`src/rtl/ctrl_pkg.sv`:
```
// Shared constants for the pipeline control chain.
// Holds the decoder ALU op codes, the MIPS primary opcodes the decoder
// recognises, and the EX operand forwarding select encoding.
package ctrl_pkg;

    // ALU operation codes produced by the ID-stage decoder
    localparam logic [2:0] ALUOP_ADD   = 3'b000;  // lw / sw address add
    localparam logic [2:0] ALUOP_SUB   = 3'b001;  // beq compare
    localparam logic [2:0] ALUOP_RTYPE = 3'b010;  // funct field decides
    localparam logic [2:0] ALUOP_ADDI  = 3'b110;
    localparam logic [2:0] ALUOP_SLTI  = 3'b111;

    // Primary opcodes
    localparam logic [5:0] OP_RTYPE = 6'b000000;
    localparam logic [5:0] OP_ADDI  = 6'b001000;
    localparam logic [5:0] OP_SLTI  = 6'b001010;
    localparam logic [5:0] OP_LW    = 6'b100011;
    localparam logic [5:0] OP_SW    = 6'b101011;
    localparam logic [5:0] OP_BEQ   = 6'b000100;

    // EX operand source select
    localparam logic [1:0] FWD_REG   = 2'b00;  // register file
    localparam logic [1:0] FWD_EXMEM = 2'b10;  // EX/MEM result
    localparam logic [1:0] FWD_MEMWB = 2'b01;  // MEM/WB result

endpackage

```
`src/rtl/ctrl_fwd_sel.sv`:
```
// Forwarding select for one EX-stage source operand.
// Ports:
//   src_i                    source register specifier of the EX instruction
//   mem_valid_i/regwrite_i   EX/MEM stage valid and register-write control
//   mem_dst_i                EX/MEM destination register
//   wb_valid_i/regwrite_i    MEM/WB stage valid and register-write control
//   wb_dst_i                 MEM/WB destination register
//   sel_o                    operand source select (ctrl_pkg FWD_*)
// The younger producer (EX/MEM) takes priority over MEM/WB.
module ctrl_fwd_sel
    import ctrl_pkg::*;
#(
    parameter int unsigned REG_ADDR_W = 5
) (
    input  logic [REG_ADDR_W-1:0] src_i,
    input  logic                  mem_valid_i,
    input  logic                  mem_regwrite_i,
    input  logic [REG_ADDR_W-1:0] mem_dst_i,
    input  logic                  wb_valid_i,
    input  logic                  wb_regwrite_i,
    input  logic [REG_ADDR_W-1:0] wb_dst_i,
    output logic [1:0]            sel_o
);

    always_comb begin
        sel_o = FWD_REG;
        if (mem_valid_i && mem_regwrite_i && (mem_dst_i != '0) && (mem_dst_i == src_i)) begin
            sel_o = FWD_EXMEM;
        end else if (wb_valid_i && wb_regwrite_i && (wb_dst_i != '0) && (wb_dst_i == src_i)) begin
            sel_o = FWD_MEMWB;
        end
    end

endmodule

```
`src/rtl/ctrl_pipe_chain.sv`:
```
// Control pipeline for the 5-stage MIPS core.
// Carries the decoder control bundle through ID/EX, EX/MEM and MEM/WB, and
// produces the load-use stall, the taken-branch flush and the EX forwarding
// selects.
// Ports:
//   clk_i, rst_i            clock, asynchronous active-high reset
//   id_*_i                  decoder controls and register fields of the ID instruction
//   ex_branch_taken_i       EX-stage branch comparison result
//   stall_o, flush_o        hold PC/IF-ID, squash IF-ID and redirect PC (combinational)
//   ex_*_o                  EX-stage controls and source specifiers
//   fwd_a_o, fwd_b_o        EX operand source selects (combinational)
//   mem_*_o, wb_*_o         MEM- and WB-stage controls and destinations
module ctrl_pipe_chain
    import ctrl_pkg::*;
#(
    parameter int unsigned REG_ADDR_W = 5,
    parameter int unsigned ALU_OP_W   = 3
) (
    input  logic                  clk_i,
    input  logic                  rst_i,
    input  logic                  id_valid_i,
    input  logic                  id_regwrite_i,
    input  logic                  id_alusrc_i,
    input  logic                  id_regdst_i,
    input  logic                  id_branch_i,
    input  logic                  id_memtoreg_i,
    input  logic                  id_memread_i,
    input  logic                  id_memwrite_i,
    input  logic [ALU_OP_W-1:0]   id_aluop_i,
    input  logic [REG_ADDR_W-1:0] id_rs_i,
    input  logic [REG_ADDR_W-1:0] id_rt_i,
    input  logic [REG_ADDR_W-1:0] id_rd_i,
    input  logic                  ex_branch_taken_i,
    output logic                  stall_o,
    output logic                  flush_o,
    output logic [ALU_OP_W-1:0]   ex_aluop_o,
    output logic                  ex_alusrc_o,
    output logic                  ex_branch_o,
    output logic [REG_ADDR_W-1:0] ex_rs_o,
    output logic [REG_ADDR_W-1:0] ex_rt_o,
    output logic [1:0]            fwd_a_o,
    output logic [1:0]            fwd_b_o,
    output logic                  mem_memread_o,
    output logic                  mem_memwrite_o,
    output logic                  mem_regwrite_o,
    output logic [REG_ADDR_W-1:0] mem_dst_o,
    output logic                  wb_regwrite_o,
    output logic                  wb_memtoreg_o,
    output logic [REG_ADDR_W-1:0] wb_dst_o
);

    // ID/EX
    logic                  ex_valid_q, ex_regwrite_q, ex_alusrc_q, ex_branch_q;
    logic                  ex_memtoreg_q, ex_memread_q, ex_memwrite_q;
    logic [ALU_OP_W-1:0]   ex_aluop_q;
    logic [REG_ADDR_W-1:0] ex_rs_q, ex_rt_q, ex_dst_q;
    // EX/MEM
    logic                  mem_valid_q, mem_regwrite_q, mem_memtoreg_q;
    logic                  mem_memread_q, mem_memwrite_q;
    logic [REG_ADDR_W-1:0] mem_dst_q;
    // MEM/WB
    logic                  wb_valid_q, wb_regwrite_q, wb_memtoreg_q;
    logic [REG_ADDR_W-1:0] wb_dst_q;

    logic [REG_ADDR_W-1:0] id_dst;
    logic                  uses_rt, hazard, load_bubble;
    logic [1:0]            sel_a, sel_b;

    always_comb begin
        id_dst  = id_regdst_i ? id_rd_i : id_rt_i;
        // rt is a real source for R-type, stores (data) and beq (compare)
        uses_rt = !id_alusrc_i || id_memwrite_i || id_branch_i;
        hazard  = id_valid_i && ex_valid_q && ex_memread_q && (ex_dst_q != '0) &&
                  ((ex_dst_q == id_rs_i) || (uses_rt && (ex_dst_q == id_rt_i)));
        flush_o = ex_valid_q && ex_branch_q && ex_branch_taken_i;
        // A taken branch squashes the dependent instruction anyway
        stall_o = hazard && !flush_o;
        load_bubble = flush_o || stall_o || !id_valid_i;
    end

    always_ff @(posedge clk_i or posedge rst_i) begin
        if (rst_i) begin
            ex_valid_q     <= 1'b0;
            ex_regwrite_q  <= 1'b0;
            ex_alusrc_q    <= 1'b0;
            ex_branch_q    <= 1'b0;
            ex_memtoreg_q  <= 1'b0;
            ex_memread_q   <= 1'b0;
            ex_memwrite_q  <= 1'b0;
            ex_aluop_q     <= '0;
            ex_rs_q        <= '0;
            ex_rt_q        <= '0;
            ex_dst_q       <= '0;
            mem_valid_q    <= 1'b0;
            mem_regwrite_q <= 1'b0;
            mem_memtoreg_q <= 1'b0;
            mem_memread_q  <= 1'b0;
            mem_memwrite_q <= 1'b0;
            mem_dst_q      <= '0;
            wb_valid_q     <= 1'b0;
            wb_regwrite_q  <= 1'b0;
            wb_memtoreg_q  <= 1'b0;
            wb_dst_q       <= '0;
        end else begin
            if (load_bubble) begin
                ex_valid_q    <= 1'b0;
                ex_regwrite_q <= 1'b0;
                ex_alusrc_q   <= 1'b0;
                ex_branch_q   <= 1'b0;
                ex_memtoreg_q <= 1'b0;
                ex_memread_q  <= 1'b0;
                ex_memwrite_q <= 1'b0;
                ex_aluop_q    <= '0;
                ex_rs_q       <= '0;
                ex_rt_q       <= '0;
                ex_dst_q      <= '0;
            end else begin
                ex_valid_q    <= 1'b1;
                // $0 is never written, so drop the write at capture
                ex_regwrite_q <= id_regwrite_i && (id_dst != '0);
                ex_alusrc_q   <= id_alusrc_i;
                ex_branch_q   <= id_branch_i;
                ex_memtoreg_q <= id_memtoreg_i;
                ex_memread_q  <= id_memread_i;
                ex_memwrite_q <= id_memwrite_i;
                ex_aluop_q    <= id_aluop_i;
                ex_rs_q       <= id_rs_i;
                ex_rt_q       <= id_rt_i;
                ex_dst_q      <= id_dst;
            end
            mem_valid_q    <= ex_valid_q;
            mem_regwrite_q <= ex_regwrite_q;
            mem_memtoreg_q <= ex_memtoreg_q;
            mem_memread_q  <= ex_memread_q;
            mem_memwrite_q <= ex_memwrite_q;
            mem_dst_q      <= ex_dst_q;
            wb_valid_q     <= mem_valid_q;
            wb_regwrite_q  <= mem_regwrite_q;
            wb_memtoreg_q  <= mem_memtoreg_q;
            wb_dst_q       <= mem_dst_q;
        end
    end

    ctrl_fwd_sel #(.REG_ADDR_W(REG_ADDR_W)) u_fwd_a (
        .src_i          (ex_rs_q),
        .mem_valid_i    (mem_valid_q),
        .mem_regwrite_i (mem_regwrite_q),
        .mem_dst_i      (mem_dst_q),
        .wb_valid_i     (wb_valid_q),
        .wb_regwrite_i  (wb_regwrite_q),
        .wb_dst_i       (wb_dst_q),
        .sel_o          (sel_a)
    );

    ctrl_fwd_sel #(.REG_ADDR_W(REG_ADDR_W)) u_fwd_b (
        .src_i          (ex_rt_q),
        .mem_valid_i    (mem_valid_q),
        .mem_regwrite_i (mem_regwrite_q),
        .mem_dst_i      (mem_dst_q),
        .wb_valid_i     (wb_valid_q),
        .wb_regwrite_i  (wb_regwrite_q),
        .wb_dst_i       (wb_dst_q),
        .sel_o          (sel_b)
    );

    always_comb begin
        fwd_a_o = ex_valid_q ? sel_a : FWD_REG;
        fwd_b_o = ex_valid_q ? sel_b : FWD_REG;
    end

    assign ex_aluop_o     = ex_aluop_q;
    assign ex_alusrc_o    = ex_alusrc_q;
    assign ex_branch_o    = ex_branch_q;
    assign ex_rs_o        = ex_rs_q;
    assign ex_rt_o        = ex_rt_q;
    assign mem_memread_o  = mem_memread_q;
    assign mem_memwrite_o = mem_memwrite_q;
    assign mem_regwrite_o = mem_regwrite_q;
    assign mem_dst_o      = mem_dst_q;
    assign wb_regwrite_o  = wb_regwrite_q;
    assign wb_memtoreg_o  = wb_memtoreg_q;
    assign wb_dst_o       = wb_dst_q;

endmodule

```
`config.mk`:
```
export PLATFORM = sky130hd
export DESIGN_NAME = ctrl_pipe_chain
export DESIGN_NICKNAME = d
export VERILOG_FILES = /design/src/rtl/ctrl_pkg.sv /design/src/rtl/ctrl_fwd_sel.sv /design/src/rtl/ctrl_pipe_chain.sv
export SDC_FILE = /design/constraint.sdc
export NUM_CORES = 1
export LEC_CHECK = 0
export BUFFER_PORTS_ARGS = -buffer_cell sky130_fd_sc_hd__buf_2
export CAP_MARGIN = 10
export CORE_ASPECT_RATIO = 0.5
export CORE_UTILIZATION = 44
export CTS_CLUSTER_SIZE = 14
export DETAILED_ROUTE_END_ITERATION = 10
export GPL_TIMING_DRIVEN = 0
export PLACE_DENSITY = 0.75
export SYNTH_ARGS = -nofsm -noshare
export SYNTH_HDL_FRONTEND = slang
export SYNTH_SLANG_ARGS = --single-unit
export TNS_END_PERCENT = 50
```
`constraint.sdc`:
```
create_clock -name clk_i -period 1.7 [get_ports clk_i]
set_clock_uncertainty 0.15 [all_clocks]
set_input_delay 0.17 -clock clk_i [delete_from_list [all_inputs] [get_ports clk_i]]
set_output_delay 0.17 -clock clk_i [all_outputs]
set_load 0.005 [all_outputs]
```
Word level (Yosys, flattened, before mapping):

Index checks and enable logic that the tools add are counted.

* memory bits (read-only): 0
* latch bits: 0
* bits of input ports: 29
* output and inout bits: 36
* bits in writable memories: 0
* memories: 0
* bits in registers: 43

* div/mod/pow operators: 0
* multiplexer cells: 18
* $mul: 0
* $lt $le $gt $ge: 0
* reduce and logical (&&, ||, !) cells: 29
* bitwise logic cells: 0
* $add $sub $neg: 0
* shift-type cells: 0
* eq/ne operators: 6

Operators with widths (number)
* equality test 5 bit: 6
* two-way mux 5 bit: 4
* nonzero test 5 bit: 4
* logical AND 1 bit: 17
* two-way mux 1 bit: 9
* two-way mux 2 bit: 4
* logical OR 1 bit: 5
* logical NOT 1 bit: 3
* two-way mux 3 bit: 1

Logic depth before layout (Yosys ltp):

* word-level depth: 10
* depth in mapped cells: 6
* gate-level depth less buffers: 5

By module:

From an unflattened synthesis, not the netlist that was laid out.

* cell total of the unflattened synthesis: 148
* area total of the unflattened synthesis: 1865.5 um^2

Modules (own cells, without submodules)
* ctrl_pipe_chain: area each 1550.2 um^2, cells each 110, times used 1, seq. area each 1076.0 um^2
* ctrl_fwd_sel: area each 157.7 um^2, cells each 19, times used 2, seq. area each 0.0 um^2

Worst setup path before layout:

OpenSTA, ideal clock, no wires.

* path kind: reg2out
* start: register mem_dst_q[0], in the netlist mem_dst_o[0]
* end: output fwd_b_o[0]
* buffers on the path: 0
* required time: 1.380 ns
* data arrival time: 1.484 ns
* stages on the path, launching flop included: 5
* slack: -0.104 ns
* cells stage by stage: dfrtp_1 -> or4_1 -> o211ai_2 -> nor4_1 -> nor4_2

* word-level cells in the longest chain between the ends: 5
* elaborated cells between the ends (all ways): 6
* those cells by class: 1 x eq/ne; 2 x mux; 3 x reduce/logical

Ends and longest elaborated chain
* start, declared: line ctrl_pipe_chain.sv:60 `logic [REG_ADDR_W-1:0] mem_dst_q;`
* start signal, assigned: line ctrl_pipe_chain.sv:136 `mem_dst_q <= ex_dst_q;`
* nonzero test 5 bit: line ctrl_fwd_sel.sv:27 `if (mem_valid_i && mem_regwrite_i && (mem_dst_i != '0) && (mem_dst_i == src_i)) begin`
* logical AND 1 bit: line ctrl_fwd_sel.sv:27
* logical AND 1 bit (*): line ctrl_fwd_sel.sv:27
* two-way mux 2 bit (*): line ctrl_fwd_sel.sv:27
* two-way mux 2 bit (*): line ctrl_pipe_chain.sv:168 `fwd_b_o = ex_valid_q ? sel_b : FWD_REG;`
* end, declared: line ctrl_pipe_chain.sv:42 `output logic [1:0] fwd_b_o,`

Mark *: on every way between the ends. The rest lies on a longest branch, timed or not.

Worst setup path in the final report:

* start: register mem_dst_q[0], in the netlist mem_dst_o[0]
* end: output fwd_b_o[1]

Same word-level chain as after synthesis.

==> impl_metrics.ini <==
[run_status]
outcome = finished, violations left
violations = negative setup slack

[sta]
tightest_slew_ps = 845.0
period_share_pct = 128.3
slew_headroom_pct = 43.58
clock.fmax_mhz = 458.6
setup_violations = 30
finalCriticalPeriod_ps = 2180
rsz0062_at_grt = yes
setup_ws_ps = -480.4
hold_viol = 0
maxSlewViolCount = 0

[setup_path]
startpoint_type = flip-flop
cp.arrival_ps = 1860
worstRegToRegCells = 7
crit_path_end_kind = output pin
r2r_start = ex_dst_q[0]
cp_max_fo = 2
required_ps = 1380
reg2reg_slack_ps = -150
r2r-end = ex_regwrite_q
critPathKind = flip-flop to output pin

[pwr]
p_int_mw = 1.749
max-vdd-ir-drop_uv = 445.6
switching_share_pct = 25.30
p_leak_nw = 1.388
powerDensity_nw_per_um2 = 852.8
switchingPower_mw = 0.5923
pwr-share-seq_pct = 49.2
combPwrFrac_pct = 17.8
power_frac_clock_pct = 33.0

[finish]
finalInstanceArea_um2 = 2745
layout-drive-gt1-share_pct = 52.03
antenna_cells = 0
syn_to_final_growth_pct = 54.94
fin_cells = 297
fin_nets = 275

[logic_synthesis]
yosysSeqAreaShare_pct = 60.73
async_flop_share_pct = 100.0
syn_inst = 141
ys_ff_latch = 43
yosys.area.top_type = dfrtp_1
synth.area.top_cells = dfrtp_1 61%, xnor2_1 8.9%, and2_1 6.7%
yosysMostFrequentCell = dfrtp_1
synth_nets = 170
synth.cell_area_um2 = 1772
synth_cell_types = 29
synth_top_area_share_pct = 60.73
synthTopCellsByCount = 43 x dfrtp_1, 19 x and2_1, 18 x xnor2_1
synth_ff_type = dfrtp_1
syn_avg_cell_area_um2 = 12.57
synth-edff-count = 0
ys_warn_count = 0

[floorplanning]
core_area_um2 = 3641
pin_count = 65
initial_utilization_pct = 48.66
die_w_um = 91.74
die-height_um = 46.87
rows = 15
dieArea_um2 = 4300

[grt]
track_usage_pct = 23.25
grt_antenna_before_repair = 0
met1_usage_pct = 27.76
grt_pass1_wl_um = 7017
grt_max_degree = 44
overflow = 0
use_met3_pct = 6.149
first_global_vias = 1437
grt.met2_usage_pct = 43.01
top_usage_layer = met2

[placement]
gp_congestion = 0.8370
dp_hpwl_um = 2917
io_buffers = 63
dpl-instance-area_um2 = 2151
placedCellCount = 255
dp_slack_ps = -209.6

[worst_hold_path]
worstHoldStart = id_rd_i[0]
hold_end = ex_dst_q[0]
min_path_type = input pin to flip-flop
min_path_cells = 3

[clock_tree]
cts-htree-levels = 2
cts_buffers = 5
cts.path.max_buffers = 2
path_clk_slew_ps = 80
cts_root_buf = clkbuf_8
insertion_delay_ps = 300
clock_sinks = 43
cts_tree = built

[route]
vias = 1492
wl_per_cell_um = 16.50
ant_nets = 0
drtPass1Iterations = 4
first_iter_violations = 58
routed_via_density = 5.024
postRouteWirelength_um = 4900
drcViolationCount = 0

[run]
maxCapViolCount = 0
## worst max-delay path by stage
| stage | slack, ps | end | startpoint |
|---|---|---|---|
| final | -480 | fwd_b_o[1] | mem_dst_o[0] |
| after global routing | -560 | fwd_b_o[0] | wb_dst_o[3] |
| after CTS | -470 | fwd_b_o[1] | mem_dst_o[0] |
| after detailed placement | -210 | fwd_b_o[1] | mem_dst_o[0] |
| after global placement | -200 | fwd_b_o[1] | mem_dst_o[0] |
| after floorplan | -10 | fwd_b_o[0] | wb_dst_o[3] |
## power by group through the flow
stage	Sequential, mW	Combinational (mW)	Clock (mW)
final	1.15	0.416	0.772
after global routing	1.16	0.451	0.819
after CTS	1.14	0.365	0.769
after detailed placement	1.17	0.260	0
after global placement	1.17	0.252	0
after floorplan	1.16	0.144	0
## metal layers
metal  part of all wire [%]  vias up
met1                     42      749
met5                      0        -
met4                    1.6        0
met2                     52       52
li1                       -      683
met3                    4.8        8
## per-stage QoR
stage / util, % / hold slack, ps / power, mW / setup TNS, ps
2_1_floorplan: - / 148.6 / 1.303 / -21.42
3_3_place_gp: 59.07 / 181.3 / 1.419 / -5480
3_5_place_dp: 59.07 / 186.4 / 1.431 / -2392
4_1_cts: 71.41 / 8.594 / 2.277 / -2541
5_1_grt: 75.40 / 21.55 / 2.431 / -5972
6_report: 75.40 / 24.63 / 2.341 / -4546
## placed cells by master (no fill, tap or decap), drive strengths merged, types with 2 or more instances in the layout
master	Yosys	final
a21oi	2	2
and2	20	20
buf	2	86
clkbuf	1	6
dfrtp	43	43
dlygate4sd3	0	15
inv	2	2
mux2i	5	5
nand2	3	3
nand3	6	6
nor2	2	2
nor2b	5	5
nor3	3	3
nor4	5	5
or4	3	3
xnor2	18	18
xor2	12	12
## logic make-up (layout without fill, tap and decap cells)
family | after synthesis | in the layout | share of synthesized area [%]
compound gates | 6 | 6 | 2.613
xor+xnor | 30 | 30 | 14.83
buf+inv | 5 | 110 | 1.129
flops | 43 | 43 | 60.73
mux | 5 | 5 | 2.825
simple gates | 52 | 52 | 17.87
## worst max-delay path: stages, from the launching register on
cell and delay, ps:
dfrtp_2 420, or4_4 530, o211ai_4 230, nor4_2 80
and2_2 190, buf_2 120
## sequential cells by signal (all words and copies together), names as in the netlist, 3 cells and up
name,flops
ex_dst_q,5
ex_rs_o,5
ex_rt_o,5
mem_dst_o,5
wb_dst_o,5
ex_aluop_o,3
## timing repair
action,in CTS,in global routing
pin swaps,21,16
cloned,1,1
buffers inserted,13,5
setup endpoints to repair,24,28
resized for setup,25,24
hold endpoints to repair,57,0
hold buffers,15,0
## final cells by class
type                    instances  area [um^2]
flip-flops and latches         43         1084
well taps                      51        63.81
fillers                       227        895.9
inverters                       2        7.507
plain buffers                   3        30.03
clock buffers                   6        72.57
clock inverters                 1        30.03
repair buffers                 98        630.6
multi-input cells              93        827.0
(Power assumes the default switching activity.)
